**src/rtl/alu_muldiv_seq.sv**
```systemverilog
// Sequencer driving the 16-bit ALU through shift-add multiply
// and restoring divide, one ALU transaction per cycle.
module alu_muldiv_seq (
   input  logic        clk,
   input  logic        resetLow,
   input  logic        start,
   input  logic        op,
   input  logic [15:0] opHi,
   input  logic [15:0] opLo,
   input  logic [15:0] opD,
   output logic        busy,
   output logic        done,
   output logic        err,
   output logic [15:0] resHi,
   output logic [15:0] resLo,
   output logic [3:0]  aluS,
   output logic        aluM,
   output logic        aluCI,
   output logic [15:0] aluA,
   output logic [15:0] aluB,
   input  logic [15:0] aluZ,
   input  logic        aluCO
);

   localparam logic [2:0] ST_IDLE  = 3'd0;
   localparam logic [2:0] ST_CHECK = 3'd1;
   localparam logic [2:0] ST_MUL   = 3'd2;
   localparam logic [2:0] ST_DIV   = 3'd3;
   localparam logic [2:0] ST_DONE  = 3'd4;

   logic [2:0]  r_state;
   logic [3:0]  r_cnt;
   logic [15:0] r_acc;
   logic [15:0] r_lo;
   logic [15:0] r_b;
   logic        r_err;

   logic        w_msb;
   logic [15:0] w_sh;
   logic        w_qbit;
   logic        w_last;

   assign w_msb  = r_acc[15];
   assign w_sh   = {r_acc[14:0], r_lo[15]};
   assign w_qbit = w_msb | aluCO;
   assign w_last = (r_cnt == 4'd15);

   // ALU controls decode straight from registered state
   always_comb begin
      aluS  = 4'b1111;
      aluM  = 1'b1;
      aluCI = 1'b1;
      aluA  = 16'h0000;
      aluB  = 16'h0000;
      case (r_state)
         ST_MUL: begin
            aluA = r_acc;
            aluB = r_b;
            if (r_lo[0]) begin
               aluS = 4'b1001;
               aluM = 1'b0;
            end
         end
         ST_CHECK: begin
            aluS  = 4'b0110;
            aluM  = 1'b0;
            aluCI = 1'b0;
            aluA  = r_acc;
            aluB  = r_b;
         end
         ST_DIV: begin
            aluS  = 4'b0110;
            aluM  = 1'b0;
            aluCI = 1'b0;
            aluA  = w_sh;
            aluB  = r_b;
         end
         default: ;
      endcase
   end

   always_ff @(posedge clk or negedge resetLow) begin
      if (!resetLow) begin
         r_state <= ST_IDLE;
         r_cnt   <= 4'd0;
         r_acc   <= 16'h0000;
         r_lo    <= 16'h0000;
         r_b     <= 16'h0000;
         r_err   <= 1'b0;
      end else begin
         case (r_state)
            ST_IDLE: begin
               if (start) begin
                  r_acc   <= op ? opHi : 16'h0000;
                  r_lo    <= opLo;
                  r_b     <= op ? opD : opHi;
                  r_err   <= 1'b0;
                  r_cnt   <= 4'd0;
                  r_state <= op ? ST_CHECK : ST_MUL;
               end
            end
            ST_CHECK: begin
               // high word >= divisor means the quotient overflows
               if ((r_b == 16'h0000) || aluCO) begin
                  r_err   <= 1'b1;
                  r_acc   <= 16'hFFFF;
                  r_lo    <= 16'hFFFF;
                  r_state <= ST_DONE;
               end else begin
                  r_state <= ST_DIV;
               end
            end
            ST_MUL: begin
               r_acc <= {~aluCO, aluZ[15:1]};
               r_lo  <= {aluZ[0], r_lo[15:1]};
               r_cnt <= r_cnt + 4'd1;
               if (w_last) r_state <= ST_DONE;
            end
            ST_DIV: begin
               r_acc <= w_qbit ? aluZ : w_sh;
               r_lo  <= {r_lo[14:0], w_qbit};
               r_cnt <= r_cnt + 4'd1;
               if (w_last) r_state <= ST_DONE;
            end
            ST_DONE: r_state <= ST_IDLE;
            default: r_state <= ST_IDLE;
         endcase
      end
   end

   assign busy  = (r_state == ST_CHECK) ||
                  (r_state == ST_MUL) ||
                  (r_state == ST_DIV);
   assign done  = (r_state == ST_DONE);
   assign err   = r_err;
   assign resHi = r_acc;
   assign resLo = r_lo;

endmodule

```
**config.mk**
```make
export PLATFORM = sky130hd
export DESIGN_NAME = alu_muldiv_seq
export DESIGN_NICKNAME = d
export VERILOG_FILES = /design/src/rtl/alu_muldiv_seq.sv
export SDC_FILE = /design/constraint.sdc
export NUM_CORES = 1
export LEC_CHECK = 0
export ABC_CLOCK_PERIOD_IN_PS = 2600
export CORE_MARGIN = 2
export CORE_UTILIZATION = 25
export CTS_BUF_LIST = sky130_fd_sc_hd__clkbuf_4
export CTS_CLUSTER_SIZE = 28
export DETAILED_ROUTE_END_ITERATION = 10
export GPL_TIMING_DRIVEN = 0
export PLACE_DENSITY = 0.51
export RECOVER_POWER = 25
export SETUP_SLACK_MARGIN = 0.5
export SYNTH_ARGS = -nofsm -noshare
export SYNTH_HDL_FRONTEND = slang
export SYNTH_SLANG_ARGS = --single-unit
export TNS_END_PERCENT = 100
```
**constraint.sdc**
```tcl
create_clock -name clk -period 2.6 [get_ports clk]
set_input_delay 0.78 -clock clk [delete_from_list [all_inputs] [get_ports clk]]
set_output_delay 0.78 -clock clk [all_outputs]
set_load 0.05 [all_outputs]
```
==> out/summary.txt, run 1 <==
========================================================================================
Vias per std cell                                                                   4.94
CTS max path bufs                                                                      2
Synthesized Nets                                                                     423
Setup clock skew after layout                                                  0.0214 ns
Final routed wire length divided by cell count                                   18.9 µm
Residual overflow from global routing                                                  0
CTS Root Buffer Type                                                        sky130_fd_sc_hd__clkbuf_4
Die Span Y                                                                        128 µm
Post-synthesis async set-or-reset flop share                                        1.00
CP peak stage delay                                                              0.41 ns
Outcome                                                                     finished, final reports clean
Die Outline Area                                                               16300 µm²
Deepest level of the CTS H-tree                                                        2
Cell-by-cell trace of the critical path                                     buf_6 -> xnor2_4 -> nor2_4 -> clkbuf_16 -> a22o_4 -> buf_8
Syn. warnings                                                                          0
Number of search-and-repair iterations in the first detailed-routing pass              5
Number of cells produced by synthesis                                                353
I/O pins                                                                             142
Core Footprint                                                                 15100 µm²
RSZ-0062 raised after global routing                                                 yes
Worst-path clk slew                                                              0.18 ns
EDFF count, synth                                                                      0
Largest area contributor in the netlist                                     sky130_fd_sc_hd__dfrtp_1
Count of unresolved DRC violations after routing                                       0
Worst min-delay path category                                               flip-flop to flip-flop
Fraction of synthesized cell area taken by the top area cell type                  0.366
TritonCTS buffer count                                                                 5
Final nets                                                                           592
Sort of element at the end of the critical path                             primary output
Synthesized flop and latch total                                                      56
# rows                                                                                45
Initial core utilization                                                           0.253
Number of unique standard cell types used by synthesis                                43
Critical R2R Capture                                                            resLo[2]
Top area cells in the synthesized netlist                                   sky130_fd_sc_hd__dfrtp_1 37%, sky130_fd_sc_hd__mux2i_1 13%, sky130_fd_sc_hd__mux2_4 11%
Worst Hold Path EP                                                              r_cnt[2]
Leading register cell type out of synthesis                                 sky130_fd_sc_hd__dfrtp_1
Violation count after the first detailed-route iteration                             285
HPWL reported at the end of detailed placement                                  10100 µm
Top post-synthesis cells by count                                           56 x sky130_fd_sc_hd__dfrtp_1, 48 x sky130_fd_sc_hd__mux2i_1, 28 x sky130_fd_sc_hd__mux2_4, 24 x sky130_fd_sc_hd__nor2_1, 21 x sky130_fd_sc_hd__nand2_1
Final GP Congestion                                                                0.790
Max FO, Critical Path                                                                 10
Synthesized area per cell                                                       10.8 µm²
Number of cells on the worst reg-to-reg path                                           5
Worst-case headroom to the max-slew limit                                         0.0561
Min-Delay Path Depth                                                                   1
Post-synthesis sequential area ratio                                               0.366
Final Critical Period                                                            2.53 ns
Type of origin of the critical path                                            flip-flop
Hold path startpoint                                                            r_cnt[2]
Final setup violating endpoints                                                        0
Number of antenna-violating nets in the routed design                                  0
Cell Area, Placed                                                               5640 µm²
Width of the die                                                                  128 µm
CP max-delay cell                                                           sky130_fd_sc_hd__dfrtp_1
Post-Syn Area                                                                   3820 µm²
Beginning of the worst register-to-register path                                  r_b[8]
Fin crit share                                                                     0.974
Number of hold buffers added after CTS                                                 0
Via count of the routed design                                                      3518
Pin count of the biggest net entering global routing                                  35
Leading cell type by number of instances after synthesis                    sky130_fd_sc_hd__dfrtp_1
WL final                                                                        13400 µm
CTS Sinks                                                                             56
CTS tree                                                                            done
Source-to-sink clock delay at the later pin of the worst-skew pair               0.38 ns
Endpoint required time on the critical path                                      1.82 ns
Max-Cap Viols                                                                          0
Global-route usage over all layers                                                 0.165
Signal arrival time at the worst endpoint                                        1.75 ns
Max Clk Rate                                                                   0.395 GHz
Slew at the pin closest to its max-slew limit                                    1.42 ns
Total of buffers placed on input and output ports                                    140
Final instance area                                                             6230 µm²
Number of pins with negative max-slew slack in the final report                        0
Critical path type                                                          flip-flop to primary output
Via count of the first global-routing pass                                          3623
Ratio of cells with drive above 1 in the final layout                              0.421
Area added between synthesis and finish                                            62.9%
Initial antenna violation count                                                        1
Minimum setup slack among reg-to-reg paths                                       0.60 ns
Global-route wire length before repair                                          21100 µm
Hold violation total from the final report                                             0
========================================================================================
-- per-layer routing --
| metal | up-vias | wire length, µm | GRT usage | part of all wire |
|---|---|---|---|---|
| met5 | - | 0 | 0 | 0 |
| li1 | 1665 | - | - | - |
| met2 | 107 | 6550 | 0.277 | 0.49 |
| met4 | 0 | 111 | 0.0265 | 0.0083 |
| met1 | 1740 | 6160 | 0.228 | 0.46 |
| met3 | 6 | 629 | 0.0238 | 0.047 |
-- cells in the final DEF, fill, tap and decap left out, drive strengths merged --
cell type | Yosys | layout
ha | 1 | 1
bufinv | 0 | 1
clkdlybuf4s50 | 0 | 65
and2 | 18 | 18
a222oi | 15 | 15
nand2b | 2 | 2
o21ai | 5 | 5
a21o | 1 | 1
nor2 | 26 | 26
diode | 0 | 1
a22o | 17 | 17
a2bb2oi | 15 | 15
nand2 | 22 | 22
o21a | 1 | 1
inv | 7 | 6
o22ai | 5 | 5
nand3 | 2 | 2
a31oi | 2 | 2
mux2i | 48 | 48
mux2 | 30 | 30
dfrtp | 56 | 56
clkinvlp | 0 | 1
a41o | 1 | 1
dlygate4sd1 | 1 | 1
nor4b | 1 | 1
o2bb2ai | 15 | 15
xor2 | 1 | 1
clkbuf | 7 | 12
and2b | 2 | 2
clkinv | 1 | 3
clkdlybuf4s15 | 0 | 19
buf | 24 | 99
clkdlybuf4s18 | 0 | 2
a21oi | 21 | 21
xnor2 | 1 | 1
nor4 | 4 | 4
dlygate4sd2 | 0 | 1
or3 | 1 | 1
-- cell type report --
| cell class | instances | area (µm²) |
|---|---|---|
| Buffer | 32 | 358 |
| Sequential cell | 56 | 1410 |
| Tap cell | 188 | 235 |
| Fill cell | 1461 | 8860 |
| Clock inverter | 3 | 42.5 |
| Inverter | 8 | 38.8 |
| Timing Repair Buffer | 162 | 1730 |
| Multi-Input combinational cell | 257 | 2380 |
| Antenna cell | 1 | 2.50 |
| Clock buffer | 5 | 37.5 |
-- cell families (layout without fill, tap and decap cells) --
logic type,after synthesis,count (layout),share of synthesized area
fa+ha+maj,1,1,0.00327
simple gates,78,78,0.105
xor+xnor,2,2,0.00458
flops,56,56,0.366
mux,78,78,0.241
compound gates,98,98,0.202
buf+inv,40,210,0.0775
other cells,0,1,0
-- metrics by stage --
step / TNS (ns) / instances / setup slack [ns] / util / hold slack [ns]
after global routing: -0.0496 / 712 / -0.00916 / 0.413 / 0.571
final: 0 / 712 / 0.0669 / 0.413 / 0.522
after detailed placement: -14.04 / 682 / -0.554 / 0.373 / 0.514
after CTS: 0 / 709 / 0.0474 / 0.411 / 0.370
after floorplan: 0 / 353 / 0.491 / - / 0.473
after global placement: -79.96 / 681 / -1.40 / 0.372 / 0.502
-- how the worst max path moves through the flow --
stage / start / endpoint / slack, ns / cells past startpoint
after CTS: r_state[1] / aluA[12] / 0.05 / 6
after global placement: resetLow / resLo[0] / -1.40 / 1
final: r_state[1] / aluA[12] / 0.07 / 6
after detailed placement: r_state[0] / aluB[15] / -0.55 / 6
after global routing: r_state[1] / aluA[12] / -0.009 / 6
after floorplan: r_state[0] / aluA[0] / 0.49 / 5
-- timing repair --
action / CTS / global route
pin swaps: 16 / 2
buffers inserted: 18 / 2
resized for setup: 452 / 49
gates cloned: 1 / 0
setup endpoints to repair: 101 / 53
-- critical path, delay by kind of cell (launching register included) --
kind,cells,cell delay [ns]
AO/OA/AOI/OAI,1,0.22
XOR/XNOR,1,0.18
buffers and inverters,3,0.47
flip-flops,1,0.41
AND/OR/NAND/NOR,1,0.08
-- registers in the layout (all words and copies together) (netlist names) --
register,flops
err,1
resLo,16
r_cnt,4
r_b,16
resHi,16
r_state,3
Power of run 1 is not shown: default switching activity piles up to over one toggle a cycle in this logic, so the estimate is an artifact.
==> inputs of run 2 (changes only) <==
GPL_ROUTABILITY_DRIVEN = 0   (was default)
==> results of run 2 <==
No change in the layout: final DEF, timing and power equal those of run 1.
Power of run 2 is left out for the same reason.
==> inputs of run 3 (changes only) <==
HOLD_SLACK_MARGIN = 0.02   (was default)
REMOVE_ABC_BUFFERS = 1   (was default)
==> run 3 against run 2 <==
  * The flow now finishes with violations (max-capacitance violations, max-slew violations)
  * Sequential share of layout area up 1.1 points
  * Critical path depth is 1 lower
  * Non-clock buffer count decreased by 13
  * Register-to-register slack worse by 0.11 ns
  * Global-route usage grew 0.31 points
  * First-iteration DRC count decreased by 19%
  * Flip-flop and latch count is the same
  * Critical path type unchanged
  * Critical endpoint unchanged
==> out/summary.txt, run 3 (synthesized netlist as in run 1, its figures left out) <==
========================================================================================
# rows                                                                                45
Fin crit share                                                                     0.984
Routed met2 length                                                               6810 µm
Source-to-sink clock delay at the later pin of the worst-skew pair               0.43 ns
Final Critical Period                                                            2.56 ns
CTS max path bufs                                                                      2
Pin count of the biggest net entering global routing                                  57
Violations in the final reports                                             max-capacitance violations, max-slew violations
Count of unresolved DRC violations after routing                                       0
Max Clk Rate                                                                   0.391 GHz
WL final                                                                        13900 µm
Initial antenna violation count                                                        0
Die Span Y                                                                        128 µm
Ratio of cells with drive above 1 in the final layout                              0.388
HPWL reported at the end of detailed placement                                   8680 µm
Width of the die                                                                  128 µm
Critical path type                                                          flip-flop to primary output
Endpoint required time on the critical path                                      1.82 ns
Top Metal Used                                                                      met4
Via count of the routed design                                                      3594
Via count of the first global-routing pass                                          3695
Number of pins with negative max-slew slack in the final report                       57
TritonCTS buffer count                                                                 5
Max FO, Critical Path                                                                 14
Final Non-Filler Cells                                                               701
Global-route usage over all layers                                                 0.168
Global-route wire length before repair                                          21400 µm
Worst-case headroom to the max-slew limit                                        -0.0158
Final routed wire length divided by cell count                                   19.8 µm
Hold violation total from the final report                                             0
Type of origin of the critical path                                            flip-flop
Fill cells                                                                          1520
Core Footprint                                                                 15100 µm²
Signal arrival time at the worst endpoint                                        1.78 ns
I/O pins                                                                             142
WL met3                                                                           889 µm
Outcome                                                                     finished, violations left
Die Outline Area                                                               16300 µm²
Deepest level of the CTS H-tree                                                        2
Most frequent standard cell in the layout excluding fill and tap cells      sky130_fd_sc_hd__clkdlybuf4s50_1
Total of buffers placed on input and output ports                                    141
RSZ-0062 raised after global routing                                                 yes
CTS tree                                                                            done
Minimum setup slack among reg-to-reg paths                                       0.49 ns
Setup clock skew after layout                                                  0.0235 ns
Cell-by-cell trace of the critical path                                     xnor2_4 -> nor2_4 -> buf_12 -> a22o_1 -> buf_6
Instance count after placement with tap cells included                               652
Worst-path clk slew                                                              0.16 ns
Number of antenna-violating nets in the routed design                                  0
Max-Cap Viols                                                                          1
Number of buffers and inverters on the critical path                                   2
Number of search-and-repair iterations in the first detailed-routing pass              6
CP peak stage delay                                                              0.60 ns
Post-Route M1 WL                                                                 6090 µm
Number of hold buffers added after CTS                                                 0
Sort of element at the end of the critical path                             primary output
Most frequent cells in the layout                                           66 x sky130_fd_sc_hd__clkdlybuf4s50_1, 52 x sky130_fd_sc_hd__dfrtp_1, 48 x sky130_fd_sc_hd__mux2i_1
CP max-delay cell                                                           sky130_fd_sc_hd__dfrtp_4
Residual overflow from global routing                                                  0
CTS Sinks                                                                             56
Antenna cells                                                                          0
Vias per std cell                                                                   5.13
Family with the most delay on the worst path                                  flip-flops
Final setup violating endpoints                                                        0
Slew at the pin closest to its max-slew limit                                    1.52 ns
Area added between synthesis and finish                                            55.9%
Violation count after the first detailed-route iteration                             230
Final nets                                                                           583
Initial core utilization                                                           0.253
CTS Root Buffer Type                                                        sky130_fd_sc_hd__clkbuf_4
Worst min-delay path category                                               flip-flop to flip-flop
========================================================================================
run 3: cell type report:
class                      instances  area (µm²)  area share
clock buffer                       5        37.5     0.00629
clock inverter                     2        12.5     0.00210
inverter                           8        60.1      0.0101
multi-input combinational        261        2330       0.390
sequential                        56        1410       0.237
tap                              188         235      0.0394
timing repair buffer             181        1880       0.315
run 3: repair_timing:
item,CTS,global route
pin swaps,20,4
endpoints found under the hold margin,0,0
endpoints found under the setup margin,128,90
buffers inserted,28,9
gates cloned,4,1
resized for setup,467,58
run 3: final timing paths:
kind,depth (start not counted),start,to
worst max-delay path,5,r_state[0],aluA[12]
worst min-delay path,2,err,err
worst max register to register,9,r_state[2],resHi[9]
worst min register to register,2,err,err
max in group asynchronous,1,resetLow,r_state[2]
min in group asynchronous,1,resetLow,resLo[11]
run 3: metal layers:
metal  track usage  vias to the layer above
met4        0.0310                        0
met1         0.224                     1785
li1              -                     1658
met5             0                        -
met2         0.282                      138
met3        0.0371                       13
run 3: through the flow:
stage                     hold slack [ns]  setup TNS (ns)  area (µm²)  setup WS, ns   util
after floorplan                     0.473          -51.65        3560         -1.42      -
after global placement              0.502         -212.55        5200         -2.74  0.345
after detailed placement            0.516          -95.43        5240         -2.75  0.347
after CTS                           0.411         -0.0725        5860       -0.0140  0.389
after global routing                0.578          -0.519        5960       -0.0610  0.395
final                               0.549               0        5960        0.0414  0.395
run 3: worst min-delay path: cells and delay by family (launching register included):
kind | cells | cell delay (ns)
DFF | 1 | 0.39
and+or+nand+nor | 1 | 0.08
AOI/OAI and AO/OA | 1 | 0.05
Power of run 3 is left out for the same reason.
